**config.mk**
```make
export PLATFORM = sky130hd
export DESIGN_NAME = input_vc_unit
export DESIGN_NICKNAME = d
export VERILOG_FILES = /design/src/rtl/noc_pkg.sv /design/src/rtl/vc_fifo.sv /design/src/rtl/input_vc_unit.sv
export SDC_FILE = /design/constraint.sdc
export NUM_CORES = 1
export LEC_CHECK = 0
export BUFFER_PORTS_ARGS = -buffer_cell sky130_fd_sc_hd__clkbuf_2
export CAP_MARGIN = 20
export CORE_MARGIN = 2
export CORE_UTILIZATION = 50
export DETAILED_ROUTE_END_ITERATION = 12
export HOLD_SLACK_MARGIN = 0.02
export PLACE_DENSITY = 0.77
export SETUP_SLACK_MARGIN = 0.4
export SLEW_MARGIN = 20
export SYNTH_ARGS = -nofsm -noshare
export SYNTH_HDL_FRONTEND = slang
export SYNTH_SLANG_ARGS = --single-unit
export TNS_END_PERCENT = 10
```
**constraint.sdc**
```tcl
create_clock -name clk -period 4.48 [get_ports clk]
set_clock_uncertainty 0.15 [all_clocks]
set_input_delay 0.448 -clock clk [delete_from_list [all_inputs] [get_ports clk]]
set_output_delay 0.448 -clock clk [all_outputs]
set_load 0.02 [all_outputs]
```
**src/rtl/noc_pkg.sv**
```systemverilog
// Shared NoC definitions: per-VC packet state, flit control bit positions
// and route bit meanings.
package noc_pkg;

    typedef enum logic [1:0] {
        IDLE   = 2'd0,
        RC     = 2'd1,
        VA     = 2'd2,
        ACTIVE = 2'd3
    } vc_state_e;

    // Flit control bits are counted down from the flit MSB:
    // head = flit[FLIT_BITS-HEAD_BIT], tail = flit[FLIT_BITS-TAIL_BIT].
    localparam int HEAD_BIT = 1;
    localparam int TAIL_BIT = 2;
    // Destination field of a head flit starts at this bit.
    localparam int DEST_LSB = 0;

    // Route is a direction mask {y+, y-, x+, x-}; all zeros means local eject.
    localparam int X_MINUS = 0;
    localparam int X_PLUS  = 1;
    localparam int Y_MINUS = 2;
    localparam int Y_PLUS  = 3;

endpackage

```
**src/rtl/vc_fifo.sv**
```systemverilog
// Single-clock FIFO for one virtual channel. The front entry is read
// combinationally; a write lands in storage at the clock edge, so a flit is
// never visible at the front in the cycle it is written. A push into a full
// FIFO is taken only when a pop happens in the same cycle.
module vc_fifo
    import noc_pkg::*;
#(
    parameter int W     = 32,
    parameter int DEPTH = 4
) (
    input  logic         clk,
    input  logic         rst,
    input  logic         i_push,
    input  logic         i_pop,
    input  logic [W-1:0] i_data,
    output logic [W-1:0] o_front,
    output logic         o_full,
    output logic         o_empty
);

    localparam int AW = $clog2(DEPTH);
    localparam int CW = AW + 1;

    logic [W-1:0]  r_mem [DEPTH];
    logic [AW-1:0] r_wr_ptr;
    logic [AW-1:0] r_rd_ptr;
    logic [CW-1:0] r_count;
    logic          w_wr_en;
    logic          w_rd_en;

    assign o_full  = (r_count == CW'(DEPTH));
    assign o_empty = (r_count == '0);
    assign w_rd_en = i_pop && !o_empty;
    assign w_wr_en = i_push && (!o_full || w_rd_en);
    assign o_front = r_mem[r_rd_ptr];

    // Pointer and occupancy update; pointers wrap naturally at DEPTH.
    always_ff @(posedge clk) begin
        if (rst) begin
            r_wr_ptr <= '0;
            r_rd_ptr <= '0;
            r_count  <= '0;
        end else begin
            if (w_wr_en) r_wr_ptr <= r_wr_ptr + 1'b1;
            if (w_rd_en) r_rd_ptr <= r_rd_ptr + 1'b1;
            case ({w_wr_en, w_rd_en})
                2'b10:   r_count <= r_count + 1'b1;
                2'b01:   r_count <= r_count - 1'b1;
                default: r_count <= r_count;
            endcase
        end
    end

    // Flit storage, written at the write pointer.
    always_ff @(posedge clk) begin
        if (w_wr_en) r_mem[r_wr_ptr] <= i_data;
    end

endmodule

```
**src/rtl/input_vc_unit.sv**
```systemverilog
// Input-port virtual-channel front end: one FIFO per VC, per-VC packet state
// IDLE -> RC -> VA -> ACTIVE, routing/VC/switch request generation, flit
// emission and upstream credit return.
// Build option: define INPUT_VC_UNIT_ERR_EN to add the sticky ovf_err and
// proto_err flag ports.
//
// Handshakes: every *_req[v] is a level held while VC v waits; a *_gnt[v]
// bit counts only in a cycle where the matching *_req[v] is high, and the
// data travelling with the grant (rc_route, va_ovc) is taken in that cycle.
module input_vc_unit
    import noc_pkg::*;
#(
    parameter  int VCS       = 4,
    parameter  int DEPTH     = 4,
    parameter  int FLIT_BITS = 32,
    parameter  int DEST_BITS = 4,
    localparam int VC_BITS   = $clog2(VCS)
) (
    input  logic                     clk,
    input  logic                     rst,
    input  logic                     in_valid,
    input  logic [VC_BITS-1:0]       in_vc,
    input  logic [FLIT_BITS-1:0]     in_flit,
    output logic                     credit_valid,
    output logic [VC_BITS-1:0]       credit_vc,
`ifdef INPUT_VC_UNIT_ERR_EN
    output logic [VCS-1:0]           ovf_err,
    output logic [VCS-1:0]           proto_err,
`endif
    output logic [VCS-1:0]           rc_req,
    input  logic [VCS-1:0]           rc_gnt,
    output logic [VCS*DEST_BITS-1:0] rc_dest,
    input  logic [VCS*DEST_BITS-1:0] rc_route,
    output logic [VCS-1:0]           va_req,
    output logic [VCS*DEST_BITS-1:0] va_route,
    input  logic [VCS-1:0]           va_gnt,
    input  logic [VCS*VC_BITS-1:0]   va_ovc,
    output logic [VCS-1:0]           sa_req,
    input  logic [VCS-1:0]           sa_gnt,
    output logic                     out_valid,
    output logic [FLIT_BITS-1:0]     out_flit,
    output logic [DEST_BITS-1:0]     out_route,
    output logic [VC_BITS-1:0]       out_ovc
);

    vc_state_e [VCS-1:0]                r_state;
    vc_state_e [VCS-1:0]                w_state_nxt;
    logic [VCS-1:0][DEST_BITS-1:0]      r_route;
    logic [VCS-1:0][VC_BITS-1:0]        r_ovc;
    logic [VCS-1:0][FLIT_BITS-1:0]      w_front;
    logic [VCS-1:0]                     w_full;
    logic [VCS-1:0]                     w_empty;
    logic [VCS-1:0]                     w_push;
    logic [VCS-1:0]                     w_pop;
    logic [VCS-1:0]                     w_head;
    logic [VCS-1:0]                     w_tail;
    logic [VCS-1:0]                     w_sa_cand;
    logic [VCS-1:0]                     w_sa_sel;
    logic [VCS-1:0]                     w_disc_cand;
    logic [VCS-1:0]                     w_disc_sel;
    logic                               w_sa_any;
    logic                               w_disc_any;
    logic [VC_BITS-1:0]                 w_sa_idx;
    logic [VC_BITS-1:0]                 w_disc_idx;

    logic                               r_out_valid;
    logic [FLIT_BITS-1:0]               r_out_flit;
    logic [DEST_BITS-1:0]               r_out_route;
    logic [VC_BITS-1:0]                 r_out_ovc;
    logic                               r_credit_valid;
    logic [VC_BITS-1:0]                 r_credit_vc;

    genvar g;
    generate
        for (g = 0; g < VCS; g++) begin : g_vc
            assign w_push[g] = in_valid && (in_vc == VC_BITS'(g));
            assign w_head[g] = w_front[g][FLIT_BITS-HEAD_BIT];
            assign w_tail[g] = w_front[g][FLIT_BITS-TAIL_BIT];

            vc_fifo #(
                .W     (FLIT_BITS),
                .DEPTH (DEPTH)
            ) u_fifo (
                .clk     (clk),
                .rst     (rst),
                .i_push  (w_push[g]),
                .i_pop   (w_pop[g]),
                .i_data  (in_flit),
                .o_front (w_front[g]),
                .o_full  (w_full[g]),
                .o_empty (w_empty[g])
            );
        end
    endgenerate

    assign va_route = r_route;

    // Per-VC request decode from the current state and FIFO front.
    always_comb begin
        rc_req      = '0;
        va_req      = '0;
        sa_req      = '0;
        rc_dest     = '0;
        w_disc_cand = '0;
        for (int v = 0; v < VCS; v++) begin
            case (r_state[v])
                IDLE:    w_disc_cand[v] = !w_empty[v] && !w_head[v];
                RC: begin
                    rc_req[v] = 1'b1;
                    rc_dest[v*DEST_BITS +: DEST_BITS] = w_front[v][DEST_LSB +: DEST_BITS];
                end
                VA:      va_req[v] = 1'b1;
                ACTIVE:  sa_req[v] = !w_empty[v];
                default: ;
            endcase
        end
    end

    // Pop selection: lowest-index granted SA pop owns the single output and
    // credit slot; a non-head discard in IDLE only goes when no SA pop does.
    always_comb begin
        w_sa_cand  = sa_req & sa_gnt;
        w_sa_sel   = '0;
        w_sa_any   = 1'b0;
        w_sa_idx   = '0;
        w_disc_sel = '0;
        w_disc_any = 1'b0;
        w_disc_idx = '0;
        for (int v = 0; v < VCS; v++) begin
            if (w_sa_cand[v] && !w_sa_any) begin
                w_sa_any    = 1'b1;
                w_sa_sel[v] = 1'b1;
                w_sa_idx    = VC_BITS'(v);
            end
        end
        for (int v = 0; v < VCS; v++) begin
            if (w_disc_cand[v] && !w_sa_any && !w_disc_any) begin
                w_disc_any    = 1'b1;
                w_disc_sel[v] = 1'b1;
                w_disc_idx    = VC_BITS'(v);
            end
        end
        w_pop = w_sa_sel | w_disc_sel;
    end

    // Next-state logic for every VC's packet state machine.
    always_comb begin
        w_state_nxt = r_state;
        for (int v = 0; v < VCS; v++) begin
            case (r_state[v])
                IDLE:    if (!w_empty[v] && w_head[v]) w_state_nxt[v] = RC;
                RC:      if (rc_gnt[v]) w_state_nxt[v] = VA;
                VA:      if (va_gnt[v]) w_state_nxt[v] = ACTIVE;
                ACTIVE:  if (w_sa_sel[v] && w_tail[v]) w_state_nxt[v] = IDLE;
                default: w_state_nxt[v] = IDLE;
            endcase
        end
    end

    // State register plus the route and output VC captured with each grant.
    always_ff @(posedge clk) begin
        if (rst) begin
            for (int v = 0; v < VCS; v++) begin
                r_state[v] <= IDLE;
                r_route[v] <= '0;
                r_ovc[v]   <= '0;
            end
        end else begin
            r_state <= w_state_nxt;
            for (int v = 0; v < VCS; v++) begin
                if (rc_req[v] && rc_gnt[v]) r_route[v] <= rc_route[v*DEST_BITS +: DEST_BITS];
                if (va_req[v] && va_gnt[v]) r_ovc[v] <= va_ovc[v*VC_BITS +: VC_BITS];
            end
        end
    end

    // Registered crossbar output and credit return, one cycle after the pop.
    always_ff @(posedge clk) begin
        if (rst) begin
            r_out_valid    <= 1'b0;
            r_out_flit     <= '0;
            r_out_route    <= '0;
            r_out_ovc      <= '0;
            r_credit_valid <= 1'b0;
            r_credit_vc    <= '0;
        end else begin
            r_out_valid    <= w_sa_any;
            r_out_flit     <= w_sa_any ? w_front[w_sa_idx] : '0;
            r_out_route    <= w_sa_any ? r_route[w_sa_idx] : '0;
            r_out_ovc      <= w_sa_any ? r_ovc[w_sa_idx] : '0;
            r_credit_valid <= w_sa_any || w_disc_any;
            r_credit_vc    <= w_sa_any ? w_sa_idx : w_disc_idx;
        end
    end

    assign out_valid    = r_out_valid;
    assign out_flit     = r_out_flit;
    assign out_route    = r_out_route;
    assign out_ovc      = r_out_ovc;
    assign credit_valid = r_credit_valid;
    assign credit_vc    = r_credit_vc;

`ifdef INPUT_VC_UNIT_ERR_EN
    logic [VCS-1:0] r_ovf_err;
    logic [VCS-1:0] r_proto_err;

    // Sticky flags: dropped writes and discarded non-head flits.
    always_ff @(posedge clk) begin
        if (rst) begin
            r_ovf_err   <= '0;
            r_proto_err <= '0;
        end else begin
            r_ovf_err   <= r_ovf_err | (w_push & w_full & ~w_pop);
            r_proto_err <= r_proto_err | w_disc_sel;
        end
    end

    assign ovf_err   = r_ovf_err;
    assign proto_err = r_proto_err;
`endif

endmodule
```
==> results.cfg <==
[status]
status = complete, no violations

[clocking]
postCtsSetupBuffers = 0
cts_inserted_buffers = 60
cts_resized = 0
htreeDepth = 2
cts_root_buffer = clkbuf_16
clock_latency_ns = 0.65
cts_tree = yes
cts.sinks = 622
clkTransAtPathRegs_ns = 0.07
cts_buffer_depth = 3

[place]
dpl.hpwl_microns = 32900
routabilityCongestion = 0.865
io_buffers = 158

[global_route]
grt_usage_pct = 22.1
grt-ovfl-total = 0
first_global_vias = 13900
antenna_found_initial = 1
grt_max_degree = 69
grt_pass1_wl_microns = 83400

[worst_setup_path]
critPathCaptureType = flip-flop
required_ns = 4.57
cp.arrival_ns = 3.59
critPathMaxFanout = 32
startpoint_type = flip-flop
cp_slowest_stage_delay_ns = 0.81
cp_cell_sequence = o311ai_4, nand4_4, o31ai_2, o2111a_2, and2_2
critPathSlowestCell = and2_2
worstSetupPathType = flip-flop to flip-flop

[sta]
slew_violations = 0
period_share_pct = 78.1
fmax_mhz = 286
slew_headroom_pct = 27.2
rsz0062_at_grt = no
worst_pin_slew_ns = 1.09
finalHoldViolCount = 0
setup_viol = 0
setup-tns-final_ns = 0
layout_min_cycle_time_ns = 3.50

[synthesis]
synth_area_sq_um = 24400
synthArstFlopShare_pct = 0
yosysWarnings = 0
syn-instance-count = 1339
syn_area_per_cell_sq_um = 18.2
synth_fp_nets = 1452
synth-main-ff-cell = edfxtp_1
synth_cell_types = 65
synth_edf_count = 512
synth-seq-area-share_pct = 72.0
synth-seq-cells = 622

[routing]
drc = 0
antenna_left = 0
wirelength_microns = 55200
wire_per_inst_microns = 24.6
viasPerCell = 5.91
drtPass1Iterations = 5
vias = 13200
drtIter0Drc = 1283

[cells_and_area]
final_util_pct = 59.7
area_delta_synth_final_pct = 17.3
layout_commonest_cell = edfxtp_1
most-common-layout-cells = edfxtp_1, clkbuf_2, mux4_2
fin_nets = 1687
layout-drive-gt1-share_pct = 30.4

[die]
fp.dieW_microns = 225
rows = 80
core_area_sq_um = 47900
initial_core_util_pct = 50.9
die_h_microns = 225
die_area_sq_um = 50600
ios = 159

[worst_hold_path]
holdCritPathClass = primary input to flip-flop

[run]
drv_cap = 0

[pwr]
power.density_nw_per_um2 = 506
power.leakage_nw = 9.80
irDropWorstVdd_mv = 0.378
-- power breakdown --
group	internal [mW]	switching [mW]
Sequential	6.46	0.135
Combinational	1.08	1.33
Clock	3.28	2.21
-- layout make-up --
| class | count | area, sq um |
|---|---|---|
| Fill cell | 3339 | 19300 |
| Sequential cell | 622 | 17600 |
| Multi-Input combinational cell | 613 | 6450 |
| Clock buffer | 74 | 1580 |
| Timing Repair Buffer | 233 | 1480 |
| Tap cell | 615 | 769 |
| Clock inverter | 40 | 597 |
| Inverter | 44 | 165 |
| Antenna cell | 1 | 2.50 |
-- timing repair --
item,CTS,global route
endpoints found under the setup margin,0,0
hold buffers,47,0
endpoints found under the hold margin,28,0
-- cells in the mapped netlist, drive strengths merged (7+ instances only) --
cell type | count | share of area [%]
a211oi | 36 | 1.1
a21oi | 44 | 0.90
and2 | 35 | 0.90
buf | 22 | 0.50
clkbuf | 38 | 0.58
dfxtp | 110 | 9.0
edfxtp | 512 | 63
ha | 36 | 1.8
inv | 44 | 0.68
mux2 | 35 | 1.6
mux2i | 38 | 1.6
mux4 | 128 | 12
nand2 | 51 | 0.79
nand3 | 31 | 0.64
nor2 | 80 | 1.2
nor3 | 8 | 0.23
o21ai | 9 | 0.20
o221ai | 7 | 0.25
xnor2 | 7 | 0.25
xor2 | 9 | 0.32
-- state kept, by name (all words and copies together), names as in the netlist, 4 cells and up, named ones only --
| signal | flops |
|---|---|
| g_vc.u_fifo.r_count | 12 |
| g_vc.u_fifo.r_mem | 512 |
| g_vc.u_fifo.r_rd_ptr | 8 |
| g_vc.u_fifo.r_wr_ptr | 8 |
| out_flit | 32 |
| out_route | 4 |
| r_ovc | 8 |
| r_state | 8 |
| va_route | 16 |
-- path summary, 6_finish.rpt --
| kind | slack, ns | cells past startpoint | endpoint | startpoint |
|---|---|---|---|---|
| max reg2reg | 0.98 | 5 | g_vc[1].u_fifo.r_mem[1][1]$_DFFE_PP_ | g_vc[0].u_fifo.r_count[0]$_SDFFE_PP0P_ |
| min | 0.05 | 3 | r_ovc[0]$_SDFFE_PP0P_ | va_gnt[0] |
| max | 0.98 | 5 | g_vc[1].u_fifo.r_mem[1][1]$_DFFE_PP_ | g_vc[0].u_fifo.r_count[0]$_SDFFE_PP0P_ |
| min reg2reg | 0.32 | 2 | va_route[11]$_SDFFE_PP0P_ | va_route[11]$_SDFFE_PP0P_ |
-- cell families after synthesis --
group                    count (synthesis)  share of synthesized area, %
AND/OR/NAND/NOR                        232                          4.74
flip-flops                             622                          72.0
AO/OA/AOI/OAI                          124                          3.76
buffers and inverters                  104                          1.76
adder cells (fa/ha/maj)                 40                          2.17
XOR/XNOR                                16                         0.574
multiplexers                           201                          15.0
-- stage by stage --
step                std cells  area, sq um  setup WS (ns)  hold slack, ns  total power [mW]
floorplan                1339        24400           1.30           0.283              8.41
global placement         2080        26000           1.14           0.292              8.98
detailed placement       2080        26000           1.02           0.303              9.07
CTS                      2241        28600           1.00          0.0280              14.6
global route             2241        28600          0.834          0.0330              15.0
finish                   2242        28600          0.980          0.0494              14.5
-- worst max-delay path, delay by kind of cell (launching register included) --
| kind | cells | cell delay (ns) |
|---|---|---|
| compound gates | 3 | 1.47 |
| flops | 1 | 0.38 |
| simple gates | 2 | 1.10 |
-- per-layer routing --
layer  up-vias  global-route usage (%)  routed length, microns
met2       645                    36.9                   27300
met4         0                    8.29                    1570
met3       105                    3.46                    4410
met5         -                       0                       0
li1       5742                       -                       -
met1      6753                    29.4                   21800
Power figures use the tool's default switching activity.
